==> src/rtl/muldiv_pkg.sv <==
// Shared definitions for the iterative HI/LO multiply/divide unit.
// Func codes, R-type marker, FSM states and decoded op class.
package muldiv_pkg;

  localparam logic [5:0] FN_MFHI  = 6'd16;
  localparam logic [5:0] FN_MTHI  = 6'd17;
  localparam logic [5:0] FN_MFLO  = 6'd18;
  localparam logic [5:0] FN_MTLO  = 6'd19;
  localparam logic [5:0] FN_MULT  = 6'd24;
  localparam logic [5:0] FN_MULTU = 6'd25;
  localparam logic [5:0] FN_DIV   = 6'd26;
  localparam logic [5:0] FN_DIVU  = 6'd27;

  localparam logic [1:0] ALUOP_RTYPE = 2'b10;

  typedef enum logic [1:0] {
    ST_IDLE,
    ST_RUN,
    ST_FIX
  } state_t;

  typedef struct packed {
    logic mfhi;
    logic mthi;
    logic mflo;
    logic mtlo;
    logic mul;
    logic div;
  } op_t;

endpackage

==> src/rtl/muldiv_if.sv <==
// Pipeline <-> muldiv unit request/response bundle.
// master = pipeline side, slave = muldiv unit side.
interface muldiv_if #(
  parameter int WIDTH = 32
);

  logic             start;
  logic [1:0]       alu_op;
  logic [5:0]       func;
  logic [WIDTH-1:0] a;
  logic [WIDTH-1:0] b;
  logic             busy;
  logic             done;
  logic             stall;
  logic [WIDTH-1:0] result;
  logic [WIDTH-1:0] hi;
  logic [WIDTH-1:0] lo;
  logic             div_zero;

  modport master (
    output start, alu_op, func, a, b,
    input  busy, done, stall, result,
    input  hi, lo, div_zero
  );

  modport slave (
    input  start, alu_op, func, a, b,
    output busy, done, stall, result,
    output hi, lo, div_zero
  );

endinterface

==> src/rtl/muldiv_decode.sv <==
// alu_op/func to one-hot op class plus signed flag.
// Purely combinational; also usable by ALU control.
module muldiv_decode
  import muldiv_pkg::*;
(
  input  logic [1:0] i_alu_op,
  input  logic [5:0] i_func,
  output op_t        o_op,
  output logic       o_sgn
);

  always_comb begin
    o_op  = '0;
    o_sgn = 1'b0;
    if (i_alu_op == ALUOP_RTYPE) begin
      unique case (1'b1)
        (i_func == FN_MFHI):  o_op.mfhi = 1'b1;
        (i_func == FN_MTHI):  o_op.mthi = 1'b1;
        (i_func == FN_MFLO):  o_op.mflo = 1'b1;
        (i_func == FN_MTLO):  o_op.mtlo = 1'b1;
        (i_func == FN_MULT): begin
          o_op.mul = 1'b1;
          o_sgn    = 1'b1;
        end
        (i_func == FN_MULTU): o_op.mul = 1'b1;
        (i_func == FN_DIV): begin
          o_op.div = 1'b1;
          o_sgn    = 1'b1;
        end
        (i_func == FN_DIVU):  o_op.div = 1'b1;
        default: ;
      endcase
    end
  end

endmodule

==> src/rtl/muldiv_unit.sv <==
// Iterative HI/LO multiply/divide unit: one shift-add or
// restoring shift-subtract step per cycle on magnitudes.
module muldiv_unit
  import muldiv_pkg::*;
#(
  parameter int WIDTH = 32,
  parameter int CNT_W = $clog2(WIDTH) + 1
) (
  input logic   clk,
  input logic   rst_n,
  muldiv_if.slave bus
);

  state_t             r_state;
  logic [CNT_W-1:0]   r_cnt;
  logic [WIDTH-1:0]   r_acc;
  logic [WIDTH-1:0]   r_q;
  logic [WIDTH-1:0]   r_m;
  logic               r_isdiv;
  logic               r_qneg;
  logic               r_rneg;
  logic [WIDTH-1:0]   r_hi;
  logic [WIDTH-1:0]   r_lo;
  logic               r_done;
  logic               r_div_zero;

  op_t                w_op;
  logic               w_sgn;
  logic               w_busy;
  logic               w_sa;
  logic               w_sb;
  logic [WIDTH-1:0]   w_ma;
  logic [WIDTH-1:0]   w_mb;
  logic [WIDTH:0]     w_sum;
  logic [WIDTH:0]     w_sh;
  logic [WIDTH-1:0]   w_dif;
  logic               w_ge;
  logic [2*WIDTH-1:0] w_prod;
  logic [2*WIDTH-1:0] w_pn;
  logic [WIDTH-1:0]   w_quo;
  logic [WIDTH-1:0]   w_rem;
  logic [WIDTH-1:0]   w_fhi;
  logic [WIDTH-1:0]   w_flo;

  muldiv_decode u_dec (
    .i_alu_op (bus.alu_op),
    .i_func   (bus.func),
    .o_op     (w_op),
    .o_sgn    (w_sgn)
  );

  assign w_busy = (r_state != ST_IDLE);

  assign w_sa = w_sgn & bus.a[WIDTH-1];
  assign w_sb = w_sgn & bus.b[WIDTH-1];
  assign w_ma = w_sa ? -bus.a : bus.a;
  assign w_mb = w_sb ? -bus.b : bus.b;

  // multiply: {acc,q} shifts right, multiplicand added at top
  assign w_sum = {1'b0, r_acc}
               + (r_q[0] ? {1'b0, r_m} : '0);

  // divide: {acc,q} shifts left, quotient bits enter q[0]
  assign w_sh  = {r_acc, r_q[WIDTH-1]};
  assign w_ge  = (w_sh >= {1'b0, r_m});
  assign w_dif = w_sh[WIDTH-1:0] - r_m;

  assign w_prod = {r_acc, r_q};
  assign w_pn   = r_qneg ? -w_prod : w_prod;
  assign w_quo  = r_qneg ? -r_q : r_q;
  assign w_rem  = r_rneg ? -r_acc : r_acc;

  // x/0 leaves |a| in acc, so the remainder path yields a
  assign w_fhi = r_isdiv ? w_rem
                         : w_pn[2*WIDTH-1:WIDTH];
  assign w_flo = r_isdiv ? (r_div_zero ? '1 : w_quo)
                         : w_pn[WIDTH-1:0];

  always_ff @(posedge clk or negedge rst_n) begin
    if (!rst_n) begin
      r_state    <= ST_IDLE;
      r_cnt      <= '0;
      r_acc      <= '0;
      r_q        <= '0;
      r_m        <= '0;
      r_isdiv    <= 1'b0;
      r_qneg     <= 1'b0;
      r_rneg     <= 1'b0;
      r_hi       <= '0;
      r_lo       <= '0;
      r_done     <= 1'b0;
      r_div_zero <= 1'b0;
    end else begin
      r_done <= 1'b0;
      unique case (r_state)
        ST_IDLE: begin
          if (bus.start) begin
            if (w_op.mthi) r_hi <= bus.a;
            if (w_op.mtlo) r_lo <= bus.a;
            if (w_op.mul || w_op.div) begin
              r_isdiv <= w_op.div;
              r_acc   <= '0;
              r_q     <= w_ma;
              r_m     <= w_mb;
              r_qneg  <= w_sa ^ w_sb;
              r_rneg  <= w_sa;
              r_cnt   <= CNT_W'(WIDTH);
              r_state <= ST_RUN;
              if (w_op.div)
                r_div_zero <= (bus.b == '0);
            end
          end
        end
        ST_RUN: begin
          if (r_isdiv) begin
            r_acc <= w_ge ? w_dif : w_sh[WIDTH-1:0];
            r_q   <= {r_q[WIDTH-2:0], w_ge};
          end else begin
            r_acc <= w_sum[WIDTH:1];
            r_q   <= {w_sum[0], r_q[WIDTH-1:1]};
          end
          r_cnt <= r_cnt - CNT_W'(1);
          if (r_cnt == CNT_W'(1))
            r_state <= ST_FIX;
        end
        ST_FIX: begin
          r_hi    <= w_fhi;
          r_lo    <= w_flo;
          r_done  <= 1'b1;
          r_state <= ST_IDLE;
        end
        default: r_state <= ST_IDLE;
      endcase
    end
  end

  assign bus.busy     = w_busy;
  assign bus.done     = r_done;
  assign bus.stall    = bus.start & w_busy & (|w_op);
  assign bus.hi       = r_hi;
  assign bus.lo       = r_lo;
  assign bus.div_zero = r_div_zero;
  assign bus.result   = (bus.func == FN_MFHI) ? r_hi
                      : (bus.func == FN_MFLO) ? r_lo
                      : '0;

endmodule

==> src/flat_wrapper.sv <==
// flat-port wrapper written by rule: the top's interface ports become plain ports
module muldiv_unit_flat import muldiv_pkg::*;
#(
  parameter int WIDTH = 32,
  parameter int CNT_W = $clog2(WIDTH) + 1
)
  (clk, rst_n, bus_start, bus_alu_op, bus_func, bus_a, bus_b, bus_busy, bus_done, bus_stall, bus_result, bus_hi, bus_lo, bus_div_zero);
  muldiv_if #(.WIDTH(WIDTH)) bus_i ();
  input logic clk;
  input logic rst_n;
  input wire logic [$bits(bus_i.start)-1:0] bus_start;
  input wire logic [$bits(bus_i.alu_op)-1:0] bus_alu_op;
  input wire logic [$bits(bus_i.func)-1:0] bus_func;
  input wire logic [$bits(bus_i.a)-1:0] bus_a;
  input wire logic [$bits(bus_i.b)-1:0] bus_b;
  output wire logic [$bits(bus_i.busy)-1:0] bus_busy;
  output wire logic [$bits(bus_i.done)-1:0] bus_done;
  output wire logic [$bits(bus_i.stall)-1:0] bus_stall;
  output wire logic [$bits(bus_i.result)-1:0] bus_result;
  output wire logic [$bits(bus_i.hi)-1:0] bus_hi;
  output wire logic [$bits(bus_i.lo)-1:0] bus_lo;
  output wire logic [$bits(bus_i.div_zero)-1:0] bus_div_zero;
  assign bus_i.start = bus_start;
  assign bus_i.alu_op = bus_alu_op;
  assign bus_i.func = bus_func;
  assign bus_i.a = bus_a;
  assign bus_i.b = bus_b;
  assign bus_busy = bus_i.busy;
  assign bus_done = bus_i.done;
  assign bus_stall = bus_i.stall;
  assign bus_result = bus_i.result;
  assign bus_hi = bus_i.hi;
  assign bus_lo = bus_i.lo;
  assign bus_div_zero = bus_i.div_zero;
  muldiv_unit #(.WIDTH(WIDTH), .CNT_W(CNT_W)) u_core (.clk(clk), .rst_n(rst_n), .bus(bus_i));
endmodule
==> config.mk <==
export PLATFORM = sky130hd
export DESIGN_NAME = muldiv_unit_flat
export DESIGN_NICKNAME = d
export VERILOG_FILES = /design/src/rtl/muldiv_pkg.sv /design/src/rtl/muldiv_if.sv /design/src/rtl/muldiv_decode.sv /design/src/rtl/muldiv_unit.sv /design/src/flat_wrapper.sv
export SDC_FILE = /design/constraint.sdc
export NUM_CORES = 1
export LEC_CHECK = 0
export ABC_AREA = 1
export BUFFER_PORTS_ARGS = -buffer_cell sky130_fd_sc_hd__buf_2
export CAP_MARGIN = 20
export CORE_MARGIN = 5
export CORE_UTILIZATION = 55
export DETAILED_ROUTE_END_ITERATION = 7
export MAX_ROUTING_LAYER = met4
export PLACE_DENSITY = 0.75
export SYNTH_ARGS = -nofsm -noshare
export SYNTH_HDL_FRONTEND = slang
export SYNTH_SLANG_ARGS = --single-unit
==> constraint.sdc <==
create_clock -name clk -period 4.1 [get_ports clk]
set_input_delay 0.205 -clock clk [delete_from_list [all_inputs] [get_ports clk]]
set_output_delay 0.205 -clock clk [all_outputs]
set_load 0.02 [all_outputs]
==> Word-level counts from Yosys, hierarchy flattened <==
Index checks and enable logic that the tools add are counted.
{ "word_totals": {"ff_bits": 173, "in_bits": 75, "output_inout_bits": 100, "wordCells": 102} }
{ "classes": {"addsub": 8, "n_lt_le_gt_ge": 1, "n_eq_ne": 17, "muxes": 43, "n_bitwise": 5, "reduce_logical": 16} }
{ "ops": {"columns": ["op", "count"], "rows": [
  ["$mux W32", 21],
  ["$pmux W32 S2", 4],
  ["$neg A32 Y32", 4],
  ["$mux W64", 1],
  ["$neg A64 Y64", 1],
  ["$eq A6 B5 Y1 const B", 8],
  ["$add A32 B33 Y33", 1],
  ["$ge A33 B32 Y1", 1],
  ["$logic_not A32 Y1", 1],
  ["$sub A32 B32 Y32", 1],
  ["$mux W6", 3],
  ["$reduce_and A3 Y1", 5],
  ["$pmux W6 S2", 1],
  ["$mux W1", 9],
  ["$eq A6 B1 Y1 const B", 1],
  ["$mux W2", 3],
  ["$ne A2 B2 Y1 const B", 3],
  ["$reduce_bool A2 Y1", 3],
  ["$reduce_or A2 Y1", 3],
  ["$reduce_or A6 Y1", 1],
  ["$sub A6 B1 Y6 const B", 1],
  ["$and A1 B1 Y1", 4],
  ["$eq A2 B2 Y1 const B", 2],
  ["$ne A2 B1 Y1 const B", 2],
  ["other kinds (6)", 6]
]} }

==> Logic depth before layout (Yosys ltp) <==
{ "logic_depth": {"ltp_word": 9, "depth_mapped": 20, "mapped_depth_nobuf": 18} }

==> Hierarchy <==
A second synthesis with hierarchy kept.
{ "hier_totals": {"cells_unflattened": 3044, "area_unflattened_um2": 17722.0} }
{ "modules_own_cells": {"columns": ["module", "n_inst", "cells_per_inst", "area_per_inst_um2", "seq_area_each_um2"], "rows": [
  ["muldiv_unit", 1, 3014, 17599.4, 4329.2],
  ["muldiv_decode", 1, 30, 122.6, 0.0]
]} }

==> Worst setup path before layout <==
No wires, ideal clock.
{ "synth_path": {"kind": "register -> register", "startpoint": "register u_core.r_q[0]", "endpoint": "register u_core.r_acc[15]", "setup_ns": 0.118, "arrival_time_ns": 2.314, "t_required_ns": 3.982, "path_slack_ns": 1.668, "stages_incl_launch_ff": 19, "n_path_buf": 2, "period_less_slack_ns": 2.432, "path_cell_list": "dfrtp_1 -> buf_6 -> clkbuf_1 -> nand2_1 -> inv_1 -> ha_1 -> inv_1 -> fa_1 -> inv_1 -> nand3_1 -> nand3_1 -> nand2_1 -> nand2_1 -> nand3_1 -> nand3_1 -> nand2_1 -> o21ai_0 -> nand3b_1 -> nand2_1"} }
{ "synth_via": {"elab_chain_cells": 4} }
{ "synth_lines": {"columns": ["item", "line_no", "text"], "rows": [
  ["from (decl)", "muldiv_unit.sv:17", "logic [WIDTH-1:0] r_q;"],
  ["from (signal assigned)", "muldiv_unit.sv:103", "r_q <= w_ma;"],
  ["from (signal assigned)", "muldiv_unit.sv:117", "r_q <= {r_q[WIDTH-2:0], w_ge};"],
  ["from (signal assigned)", "muldiv_unit.sv:120", "r_q <= {w_sum[0], r_q[WIDTH-1:1]};"],
  ["$mux W32", "muldiv_unit.sv:61", "+ (r_q[0] ? {1'b0, r_m} : '0);"],
  ["$add A32 B33 Y33", "muldiv_unit.sv:61", null],
  ["$mux W32", "muldiv_unit.sv:115", "if (r_isdiv) begin"],
  ["$pmux W32 S2", "muldiv_unit.sv:95", "unique case (r_state)"],
  ["to (signal assigned)", "muldiv_unit.sv:116", "r_acc <= w_ge ? w_dif : w_sh[WIDTH-1:0];"],
  ["to (signal assigned)", "muldiv_unit.sv:119", "r_acc <= w_sum[WIDTH:1];"],
  ["to (decl)", "muldiv_unit.sv:16", "logic [WIDTH-1:0] r_acc;"]
]} }
No other way between the ends.
A chain may end at the register's enable or synchronous reset.

==> Worst setup path after layout <==
{ "layout_path": {"startpoint": "register u_core.r_acc[10]", "endpoint": "register u_core.r_acc[5]"} }
{ "layout_via": {"elab_chain_cells": 4} }
{ "layout_lines": {"columns": ["item", "line_no", "text"], "rows": [
  ["$ge A33 B32 Y1", "muldiv_unit.sv:65", "assign w_ge = (w_sh >= {1'b0, r_m});"],
  ["$mux W32", "muldiv_unit.sv:116", null],
  ["$mux W32", "muldiv_unit.sv:115", null],
  ["$pmux W32 S2", "muldiv_unit.sv:95", null]
]} }
No other way between the ends.

==> flow_metrics.tcl <==
set metrics [dict create \
    static-leakage-power_nw 10.91 \
    worst_ep_required_time_ns 4.46 \
    fin_worst_skew_ns 0.01282 \
    post-route-period-util_pct 81.75 \
    fmax_mhz 298.3 \
    timing.rr.end "u_core.r_acc[5]" \
    ys_dominant_reg_cell "sky130_fd_sc_hd__dfrtp_1" \
    initial_core_utilization_pct 55.73 \
    dp.final_hpwl_mm 63.97 \
    wirelength_mm 81.62 \
    timing.critical_path.arrival_ns 3.71 \
    min_path_cells 3 \
    syn_inst 3123 \
    synthesis.yosys.warnings 0 \
    status "finished with violations" \
    worst_setup_path_end_kind "register" \
    placement.io_buffers 174 \
    failed_checks "design-rule violations" \
    synth.lib_cells_used.distinct 52 \
    grt_pass1_wl_mm 121.0 \
    flow.area_growth_from_synthesis_pct 10.52 \
    wl_per_cell_um 22.02 \
    cts_inserted_buffers 17 \
    cap_violations 0 \
    layout_min_cycle_time_ns 3.352 \
    yosysSeqAreaShare_pct 23.88 \
    netlist.top_cell.by_area "sky130_fd_sc_hd__dfrtp_1" \
    drt-vias-per-instance 6.075 \
    hold_class "in -> reg" \
    clkTransAtPathRegs_ns 0.08 \
    critical_path.startpoint_type "register" \
    number_of_failing_setup_endpoints_in_the_final_timing_report 0 \
    clk-insertion-delay-late_ns 0.48 \
    mostFrequentLayoutCells "sky130_fd_sc_hd__nand2_1, sky130_fd_sc_hd__inv_1, sky130_fd_sc_hd__nor2_1" \
    post_place_worst_slack_ns 0.8683 \
    global_route.usage.total_pct 44.64 \
    synth_area_um2 18130 \
    ir_drop_uv 544.3 \
    netlist_top_cells_area "sky130_fd_sc_hd__dfrtp_1, sky130_fd_sc_hd__nand2_1, sky130_fd_sc_hd__inv_1" \
    drc 26 \
    grt_antenna_before_repair 2 \
    synth_largest_type_area_fraction_pct 23.88 \
    timing.setup.critical_path_class "reg -> reg" \
    detailedRoute.firstPassIterationCount 7 \
    unrepaired_setup_endpoints_after_global_routing "false" \
    floorplan.die_area_um2 36700 \
    critical_path.reg2reg.startpoint "u_core.r_acc[10]" \
    final.setup.tns_ns 0 \
    rows 66 \
    die_h_um 191.6 \
    top_level_ports 175 \
    cts_tree "built" \
    slew_headroom_pct 29.25 \
    grt_start_max_net_pins 97 \
    synth-edff-count 0 \
    hold_path.startpoint "bus_b[31]" \
    gpl_congestion 1.167 \
    rr_worst_depth 13 \
    num-fill-cells 3253 \
    dieWidth_um 191.6 \
    vias 22510 \
    cts-htree-levels 4 \
    layout-drive-gt1-share_pct 8.926 \
    max_slew_violation_count 0 \
    min_to "u_core.r_m[31]" \
    grt_pass1_vias 20490 \
    cp_max_fo 17 \
    initialDrtViolationCount 3481 \
    ys_seq_elements 173 \
    core_region_area_um2 32540 \
    final_hold_viol_count 0 \
    ant_nets 0 \
    cts_buffer_depth 2 \
    power_density_nw_per_um2 744.7 \
    setup_ws_ns 0.7482 \
    synthesized_nets 3270 \
    synth_async_sr_flop_share_pct 100.0 \
    cts.root.buffer_cell "sky130_fd_sc_hd__clkbuf_16" \
    layout.cells.most_common "sky130_fd_sc_hd__nand2_1" \
    global_route.overflow_total 0 \
    nets 3394 \
    clock-sinks 173 \
    avgSynthCellArea_um2 5.806 \
    worstMarginPinSlew_ns 1.060 \
    r2r_slack_ns 0.75 \
]
## synth_stat cells, types with 6 or more instances
master and count:
sky130_fd_sc_hd__nor2_1 343, sky130_fd_sc_hd__buf_2 15, sky130_fd_sc_hd__xnor2_1 26, sky130_fd_sc_hd__a31oi_1 14
sky130_fd_sc_hd__inv_2 7, sky130_fd_sc_hd__nand3_1 247, sky130_fd_sc_hd__o22ai_1 60, sky130_fd_sc_hd__o211ai_1 43
sky130_fd_sc_hd__a22oi_1 12, sky130_fd_sc_hd__o21bai_1 30, sky130_fd_sc_hd__xor2_1 29, sky130_fd_sc_hd__buf_1 13
sky130_fd_sc_hd__nand3b_1 27, sky130_fd_sc_hd__inv_1 500, sky130_fd_sc_hd__o21ai_0 183, sky130_fd_sc_hd__nor2_2 11
sky130_fd_sc_hd__clkbuf_1 66, sky130_fd_sc_hd__nand2_2 9, sky130_fd_sc_hd__ha_1 70, sky130_fd_sc_hd__nand2_1 959
sky130_fd_sc_hd__a21oi_1 152, sky130_fd_sc_hd__dfrtp_1 173, sky130_fd_sc_hd__nor3_1 28, sky130_fd_sc_hd__or2_2 6
sky130_fd_sc_hd__nand4_1 45
## sequential cells by signal, indices dropped and copies added (netlist names), 2 cells and up
signal          cells
u_core.r_m         32
u_core.r_cnt        6
u_core.r_state      2
u_core.r_q         32
u_core.r_acc       32
u_core.bus.hi      32
u_core.bus.lo      32
## routing by layer
metal	GRT usage, %	vias up	routed length (µm)
li1	-	10240	-
met1	61.57	10330	33130
met2	59.24	1662	31710
met3	17.34	283	13280
met4	15.86	0	3503
met5	-	-	0
## how the worst max path moves through the flow
stage | from | end | slack, ns
after CTS | u_core.r_acc[10] | u_core.r_acc[5] | 0.85
final | u_core.r_acc[10] | u_core.r_acc[5] | 0.75
after detailed placement | u_core.r_acc[10] | u_core.r_acc[5] | 0.87
after global placement | u_core.r_acc[19] | u_core.r_acc[9] | 0.88
after floorplan | u_core.r_q[0] | u_core.r_acc[15] | 1.67
after global routing | u_core.r_acc[10] | u_core.r_acc[5] | 0.65
## cell families after synthesis
| group | share of synthesized area (%) |
|---|---|
| adder cells (fa/ha/maj) | 5.051 |
| AO/OA/AOI/OAI | 16.32 |
| flip-flops | 23.88 |
| buffers and inverters | 12.88 |
| AND/OR/NAND/NOR | 39.22 |
| XOR/XNOR | 2.657 |
## area by class of cell
class	instances	area, µm²	share of cell area [%]
multi-input cells	2341	11490	57.35
repair buffers	205	1125	5.613
clock inverters	14	178.9	0.8928
clock buffers	18	439.2	2.191
flip-flops and latches	173	4330	21.61
well taps	442	553.0	2.760
diodes	4	10.01	0.04995
inverters	509	1911	9.534
## power breakdown
group | internal (mW) | total [mW] | leakage (nW) | switching (mW)
Combinational | 2.93 | 9.46 | 8.59 | 6.54
Clock | 0.990 | 1.84 | 0.305 | 0.845
Sequential | 2.38 | 3.63 | 2.02 | 1.25
## critical path: stages (launching register included)
cell and delay (ns):
sky130_fd_sc_hd__dfrtp_1 0.79, sky130_fd_sc_hd__ha_1 0.43, sky130_fd_sc_hd__nand2_1 0.23, sky130_fd_sc_hd__nor2_4 0.08
sky130_fd_sc_hd__nand2_1 0.07, sky130_fd_sc_hd__nor2_1 0.04, sky130_fd_sc_hd__nand3_1 0.07, sky130_fd_sc_hd__nand2_1 0.08
sky130_fd_sc_hd__nor2_4 0.42, sky130_fd_sc_hd__nand2_4 0.24, sky130_fd_sc_hd__nor2_4 0.46, sky130_fd_sc_hd__nand2_1 0.12
sky130_fd_sc_hd__nand3b_1 0.13, sky130_fd_sc_hd__nand2_1 0.05
## through the flow
stage	util, %	area (µm²)	power, mW	cells	hold slack, ns
5_1_grt	61.58	20040	15.76	3704	0.05005
3_3_place_gp	59.63	19400	12.50	3669	0.2966
4_1_cts	61.56	20030	14.43	3702	0.02353
2_1_floorplan	-	18130	9.303	3123	-0.09059
3_5_place_dp	59.63	19400	12.57	3669	0.3055
6_report	61.59	20040	14.93	3706	0.03030
## timing repair
action	4_1_cts	5_1_grt
gates resized for setup	0	0
hold buffers	1	0
hold endpoints to repair	77	0
setup buffers	0	0
Note: power is estimated with default switching activity, not from simulation.
